**src/rtl/rtype_exec_pipe.sv**
```systemverilog
// Two-stage R-type execute pipe: register file read into EX, ALU + write-back/output registers at WB.
// Optional macro RTYPE_FWD_EN forwards the EX result to dependent issues instead of stalling one cycle.
module rtype_exec_pipe #(
  parameter int DATA_W = 32,
  parameter int REG_AW = 4,
  parameter int OPC_W  = 5
) (
  input  logic              clk,
  input  logic              reset,
  input  logic              in_valid,
  output logic              in_ready,
  input  logic [REG_AW-1:0] rs,
  input  logic [REG_AW-1:0] rt,
  input  logic [REG_AW-1:0] rd,
  input  logic [OPC_W-1:0]  opcode,
  input  logic              ext_we,
  input  logic [REG_AW-1:0] ext_addr,
  input  logic [DATA_W-1:0] ext_data,
  output logic              ext_ack,
  output logic              out_valid,
  output logic [DATA_W-1:0] out,
  output logic              cout,
  output logic              ovf,
  output logic              illegal,
  output logic [DATA_W-1:0] rd1,
  output logic [DATA_W-1:0] rd2
);
  localparam int NREG = 2**REG_AW;
  localparam int SHW  = $clog2(DATA_W);
  localparam int MSB  = DATA_W-1;

  localparam logic [OPC_W-1:0] OP_ADD  = OPC_W'(0);
  localparam logic [OPC_W-1:0] OP_SUB  = OPC_W'(1);
  localparam logic [OPC_W-1:0] OP_AND  = OPC_W'(2);
  localparam logic [OPC_W-1:0] OP_OR   = OPC_W'(3);
  localparam logic [OPC_W-1:0] OP_XOR  = OPC_W'(4);
  localparam logic [OPC_W-1:0] OP_NOR  = OPC_W'(5);
  localparam logic [OPC_W-1:0] OP_SLT  = OPC_W'(6);
  localparam logic [OPC_W-1:0] OP_SLTU = OPC_W'(7);
  localparam logic [OPC_W-1:0] OP_SLL  = OPC_W'(8);
  localparam logic [OPC_W-1:0] OP_SRL  = OPC_W'(9);
  localparam logic [OPC_W-1:0] OP_SRA  = OPC_W'(10);

  logic [DATA_W-1:0] r_regs [NREG];

  logic              r_ex_valid;
  logic [REG_AW-1:0] r_ex_rd;
  logic [OPC_W-1:0]  r_ex_opc;
  logic [DATA_W-1:0] r_ex_a;
  logic [DATA_W-1:0] r_ex_b;

  logic              r_out_valid;
  logic [DATA_W-1:0] r_out;
  logic              r_cout;
  logic              r_ovf;
  logic              r_ill;
  logic [DATA_W-1:0] r_rd1;
  logic [DATA_W-1:0] r_rd2;
  logic              r_ext_ack;

  logic [DATA_W:0]   w_sum;
  logic [DATA_W:0]   w_dif;
  logic [SHW-1:0]    w_shamt;
  logic [DATA_W-1:0] w_res;
  logic              w_cout;
  logic              w_ovf;
  logic              w_ill;
  logic              w_ex_wr;
  logic              w_hit_a;
  logic              w_hit_b;
  logic              w_stall;
  logic [DATA_W-1:0] w_opa;
  logic [DATA_W-1:0] w_opb;
  logic              w_accept;
  logic              w_ext_commit;

  // SUB as A + ~B + 1 so the carry out is the no-borrow flag.
  assign w_sum   = {1'b0, r_ex_a} + {1'b0, r_ex_b};
  assign w_dif   = {1'b0, r_ex_a} + {1'b0, ~r_ex_b} + (DATA_W+1)'(1);
  assign w_shamt = r_ex_b[SHW-1:0];

  always_comb begin
    w_res  = '0;
    w_cout = 1'b0;
    w_ovf  = 1'b0;
    w_ill  = 1'b0;
    case (r_ex_opc)
      OP_ADD: begin
        w_res  = w_sum[MSB:0];
        w_cout = w_sum[DATA_W];
        w_ovf  = (r_ex_a[MSB] == r_ex_b[MSB]) && (w_sum[MSB] != r_ex_a[MSB]);
      end
      OP_SUB: begin
        w_res  = w_dif[MSB:0];
        w_cout = w_dif[DATA_W];
        w_ovf  = (r_ex_a[MSB] != r_ex_b[MSB]) && (w_dif[MSB] != r_ex_a[MSB]);
      end
      OP_AND:  w_res = r_ex_a & r_ex_b;
      OP_OR:   w_res = r_ex_a | r_ex_b;
      OP_XOR:  w_res = r_ex_a ^ r_ex_b;
      OP_NOR:  w_res = ~(r_ex_a | r_ex_b);
      OP_SLT:  w_res = {{(DATA_W-1){1'b0}}, $signed(r_ex_a) < $signed(r_ex_b)};
      OP_SLTU: w_res = {{(DATA_W-1){1'b0}}, r_ex_a < r_ex_b};
      OP_SLL:  w_res = r_ex_a << w_shamt;
      OP_SRL:  w_res = r_ex_a >> w_shamt;
      OP_SRA:  w_res = $signed(r_ex_a) >>> w_shamt;
      default: w_ill = 1'b1;
    endcase
  end

  // Only a legal EX op writes back, so only it can create a dependency.
  assign w_ex_wr = r_ex_valid && !w_ill;
  assign w_hit_a = w_ex_wr && (rs == r_ex_rd);
  assign w_hit_b = w_ex_wr && (rt == r_ex_rd);

`ifdef RTYPE_FWD_EN
  assign w_opa   = w_hit_a ? w_res : r_regs[rs];
  assign w_opb   = w_hit_b ? w_res : r_regs[rt];
  assign w_stall = 1'b0;
`else
  assign w_opa   = r_regs[rs];
  assign w_opb   = r_regs[rt];
  assign w_stall = w_hit_a || w_hit_b;
`endif

  assign in_ready = !reset && !ext_we && !w_stall;
  assign w_accept = in_valid && in_ready;
  // Load waits for an empty EX so it never collides with write-back; r_ext_ack blocks a repeat while ext_we is still held.
  assign w_ext_commit = ext_we && !r_ex_valid && !r_ext_ack;

  always_ff @(posedge clk) begin
    if (reset) begin
      for (int i = 0; i < NREG; i++) r_regs[i] <= '0;
    end else if (r_ex_valid && !w_ill) begin
      r_regs[r_ex_rd] <= w_res;
    end else if (w_ext_commit) begin
      r_regs[ext_addr] <= ext_data;
    end
  end

  always_ff @(posedge clk) begin
    if (reset) begin
      r_ex_valid  <= 1'b0;
      r_ex_rd     <= '0;
      r_ex_opc    <= '0;
      r_ex_a      <= '0;
      r_ex_b      <= '0;
      r_out_valid <= 1'b0;
      r_out       <= '0;
      r_cout      <= 1'b0;
      r_ovf       <= 1'b0;
      r_ill       <= 1'b0;
      r_rd1       <= '0;
      r_rd2       <= '0;
      r_ext_ack   <= 1'b0;
    end else begin
      r_ex_valid  <= w_accept;
      r_out_valid <= r_ex_valid;
      r_ext_ack   <= w_ext_commit;
      if (w_accept) begin
        r_ex_rd  <= rd;
        r_ex_opc <= opcode;
        r_ex_a   <= w_opa;
        r_ex_b   <= w_opb;
      end
      if (r_ex_valid) begin
        r_out  <= w_res;
        r_cout <= w_cout;
        r_ovf  <= w_ovf;
        r_ill  <= w_ill;
        r_rd1  <= r_ex_a;
        r_rd2  <= r_ex_b;
      end
    end
  end

  assign ext_ack   = r_ext_ack;
  assign out_valid = r_out_valid;
  assign out       = r_out;
  assign cout      = r_cout;
  assign ovf       = r_ovf;
  assign illegal   = r_ill;
  assign rd1       = r_rd1;
  assign rd2       = r_rd2;
endmodule

```
**config.mk**
```make
export PLATFORM = sky130hd
export DESIGN_NAME = rtype_exec_pipe
export DESIGN_NICKNAME = d
export VERILOG_FILES = /design/src/rtl/rtype_exec_pipe.sv
export SDC_FILE = /design/constraint.sdc
export NUM_CORES = 2
export LEC_CHECK = 0
export ABC_CLOCK_PERIOD_IN_PS = 11400
export CAP_MARGIN = 15
export CORE_ASPECT_RATIO = 0.75
export CORE_MARGIN = 3
export CORE_UTILIZATION = 25
export DETAILED_ROUTE_END_ITERATION = 7
export GPL_ROUTABILITY_DRIVEN = 0
export PLACE_DENSITY = 0.36
export SLEW_MARGIN = 40
export SYNTH_ARGS = -nofsm -noshare
export SYNTH_HDL_FRONTEND = slang
export SYNTH_SLANG_ARGS = --single-unit
```
**constraint.sdc**
```tcl
create_clock -name clk -period 11.4 [get_ports clk]
set_clock_uncertainty 0.1 [all_clocks]
set_input_delay 3.42 -clock clk [delete_from_list [all_inputs] [get_ports clk]]
set_output_delay 3.42 -clock clk [all_outputs]
set_load 0.05 [all_outputs]
```
==> results.toml <==
[outcome]
status = "finished clean"

[cts]
cts-root-buf = "clkbuf_16"
cts_max_path_buffers = 3
ctsHtreeMaxLevel = 3
cts_tree = "done"
clkTransAtPathRegs_ns = 0.07
cts_resized = 0
postCtsSetupBuffers = 0
hold_buffers = 0
cts_buffers = 79
clock_sinks = 687
clk_latency_ns = 0.71

[final_layout]
drive_above_1_share_pct = 20.64
syn_to_final_growth_pct = 15.86
multi_input_area_sq_mm = 0.02240
final_area_sq_mm = 0.04984
final_cells = 6151
final_core_util_pct = 29.24
fillers = 17600
area.sequential_sq_mm = 0.01890
layout_common_cells = "nor2_1 (613), edfxtp_1 (512), mux4_2 (386), nand2_1 (270), nor3_1 (213)"
final_common_cell = "nor2_1"
nets = 3978

[pwr]
swShare_pct = 30.92
p_leak_nw = 16.53
netSwitchingPower_w = 0.002073
combPwrFrac_pct = 18.9
pwr_density_cell_mw_per_mm2 = 134.5
seq_power_share_pct = 42.5
pwr-share-clk_pct = 38.6
p_int_w = 0.004630
vdd_ir_drop_max_uv = 94.67

[critical_path]
endpoint_kind = "output pin"
r2r_end = "r_regs[1][18]$_SDFFCE_PN0P_"
start_kind = "input port"
critical_path_class = "in -> out"
r2r-start = "r_ex_b[1]$_SDFFE_PP0P_"
reg2reg_slack_ns = 5.74
r2r_cells = 10
crit_slowest_cell = "clkdlybuf4s50_1"
cp_cell_sequence = "buf_8 -> xnor2_1 -> nand4_1 -> a21oi_1 -> nor3_1 -> clkdlybuf4s50_1"
cp_data_arrival_time_ns = 5.65
path_buf_inv = 2
critical_path.top_delay_family = "buffers and inverters"
cp.required_ns = 7.88
slowest_delay_ns = 0.90
crit_fanout = 54

[global_route]
grt_start_max_net_pins = 63
grt_pass1_vias = 33070
overflow = 0
grt_antenna_before_repair = 6
grt_pass1_wl_um = 275900
grt_usage_pct = 21.96

[logic_synthesis]
synth_fa_ha_area_share_pct = 3.031
synthMuxAreaShare_pct = 23.89
ys_seq_area_share_pct = 43.88
synth_ff_type = "edfxtp_1"
synth_cell_type_count = 104
async_flop_share_pct = 0
synth_xor_area_share_pct = 0.2647
avgSynthCellArea_sq_um = 11.29
synth_nets = 3969
yosys.area_share.simple_pct = 13.73
syn_inst = 3809
yosysWarnings = 0
ys_ff_latch = 687
synth_top_family_by_area = "multiplexers"
synth_compound_area_share_pct = 10.28
syn_area_sq_mm = 0.04302
synth_edf_count = 512

[detailed_routing]
routed_wl_um = 199000
dr.pass1.iters = 6
drtAntennaViolNets = 0
routed_via_density = 5.583
num_vias = 34340
drc_errors = 0
wl_per_cell_um = 32.35
first_iter_violations = 4245

[place]
place_ws_ns = 2.107
io_buffers = 158
hpwl_um = 135900
placedInstanceArea_sq_mm = 0.04723
dp.cells = 5996

[sta]
fmax_ghz = 0.1091
finalSetupTns_ns = 0
drv_slew = 0
rsz0062_at_grt = "no"
finalHoldViolations = 0
setup_viol = 0
finalWorstSetupSlack_ns = 2.231
period_share_pct = 80.43
period_minus_slack_ns = 9.169
tightestPinTransition_ns = 0.9464
max_slew_margin_pct = 36.24

[hold_path]
hold_end = "out[12]$_SDFFE_PP0P_"
min_from = "out[12]$_SDFFE_PP0P_"
worstHoldPathCells = 2
holdCritPathClass = "reg -> reg"

[die]
die_w_um = 485
io_pins = 159
core.rowCount = 131
chipHeight_um = 365.3
start_util_pct = 25.24
dieArea_sq_mm = 0.1771
coreArea_sq_mm = 0.1705

[job]
drv_cap = 0
[tightest hold or removal path: stages, from the launching register on]
cell and delay [ns]:
dfxtp_1 0.31, nor2_1 0.08, nor3_1 0.04
[through the flow]
| stage | hold WS (ns) | power [W] |
|---|---|---|
| global placement | 0.3690 | 0.004139 |
| finish | 0.3789 | 0.006703 |
| detailed placement | 0.3668 | 0.004153 |
| global route | 0.3974 | 0.006934 |
| CTS | 0.3815 | 0.006763 |
| floorplan | 0.3655 | 0.003616 |
[cell usage after synthesis (16+ instances only)]
master / instances / share of area (%)
nor2_1: 620 / 5.4
edfxtp_1: 512 / 36
mux4_2: 386 / 20
nand2_1: 304 / 2.7
clkbuf_1: 226 / 2.0
nor3_1: 215 / 2.5
a21oi_1: 185 / 2.2
dfxtp_1: 175 / 8.1
mux2i_1: 128 / 3.0
inv_1: 105 / 0.92
ha_1: 101 / 2.9
o21ai_0: 90 / 1.0
buf_1: 57 / 0.50
buf_2: 52 / 0.60
nand3_1: 45 / 0.52
a211oi_1: 30 / 0.52
o211ai_1: 23 / 0.40
a221oi_1: 22 / 0.45
nor2b_1: 20 / 0.29
o31ai_1: 20 / 0.35
or3_1: 20 / 0.29
a22oi_1: 18 / 0.31
a21o_1: 17 / 0.30
buf_4: 17 / 0.30
nand4_1: 17 / 0.25
nand2b_1: 16 / 0.23
nor4_1: 16 / 0.23
[flip-flops by register name, indices dropped and copies added (netlist names), 4 cells and up]
register and count:
rd2 32, r_ex_opc 5, r_ex_a 32, r_regs 512, rd1 32, r_ex_b 32
out 32, r_ex_rd 4
[metal layers]
| metal | up-vias | wire length, um | track usage [%] |
|---|---|---|---|
| met4 | 4 | 5077 | 5.310 |
| li1 | 14530 | - | - |
| met3 | 207 | 14210 | 4.167 |
| met5 | - | 22 | 0 |
| met1 | 18120 | 94750 | 32.96 |
| met2 | 1476 | 84920 | 32.28 |
[power by group through the flow]
stage	Combinational, W	Clock (W)	Sequential (W)
after CTS	0.00126	0.00266	0.00285
after global placement	0.00124	0	0.00290
after detailed placement	0.00125	0	0.00290
after global routing	0.00133	0.00275	0.00286
final	0.00127	0.00259	0.00285
after floorplan	0.000728	0	0.00289
[cells by family after synthesis]
group,after synthesis
simple gates,1350
fa+ha+maj,103
buf+inv,484
flops,687
mux,534
compound gates,638
xor+xnor,13
[worst max-delay path by stage]
stage | from | endpoint | slack [ns] | cells after the start
2_1_floorplan | rt[2] | in_ready | 2.89 | 5
3_3_place_gp | rt[0] | in_ready | 2.01 | 6
3_5_place_dp | rt[0] | in_ready | 2.11 | 6
4_1_cts | rt[0] | in_ready | 2.11 | 6
5_1_grt | rt[0] | in_ready | 2.06 | 6
6_report | rt[0] | in_ready | 2.23 | 6
[layout make-up]
type                    instances  share of cell area [%]
diodes                          5                 0.02510
inverters                     108                  0.8158
clock buffers                 111                   4.574
flip-flops and latches        687                   37.91
repair buffers                304                   5.525
clock inverters                37                  0.5247
well taps                    2261                   5.676
multi-input cells            2638                   44.95
Note: power is estimated with default switching activity, not from simulation.
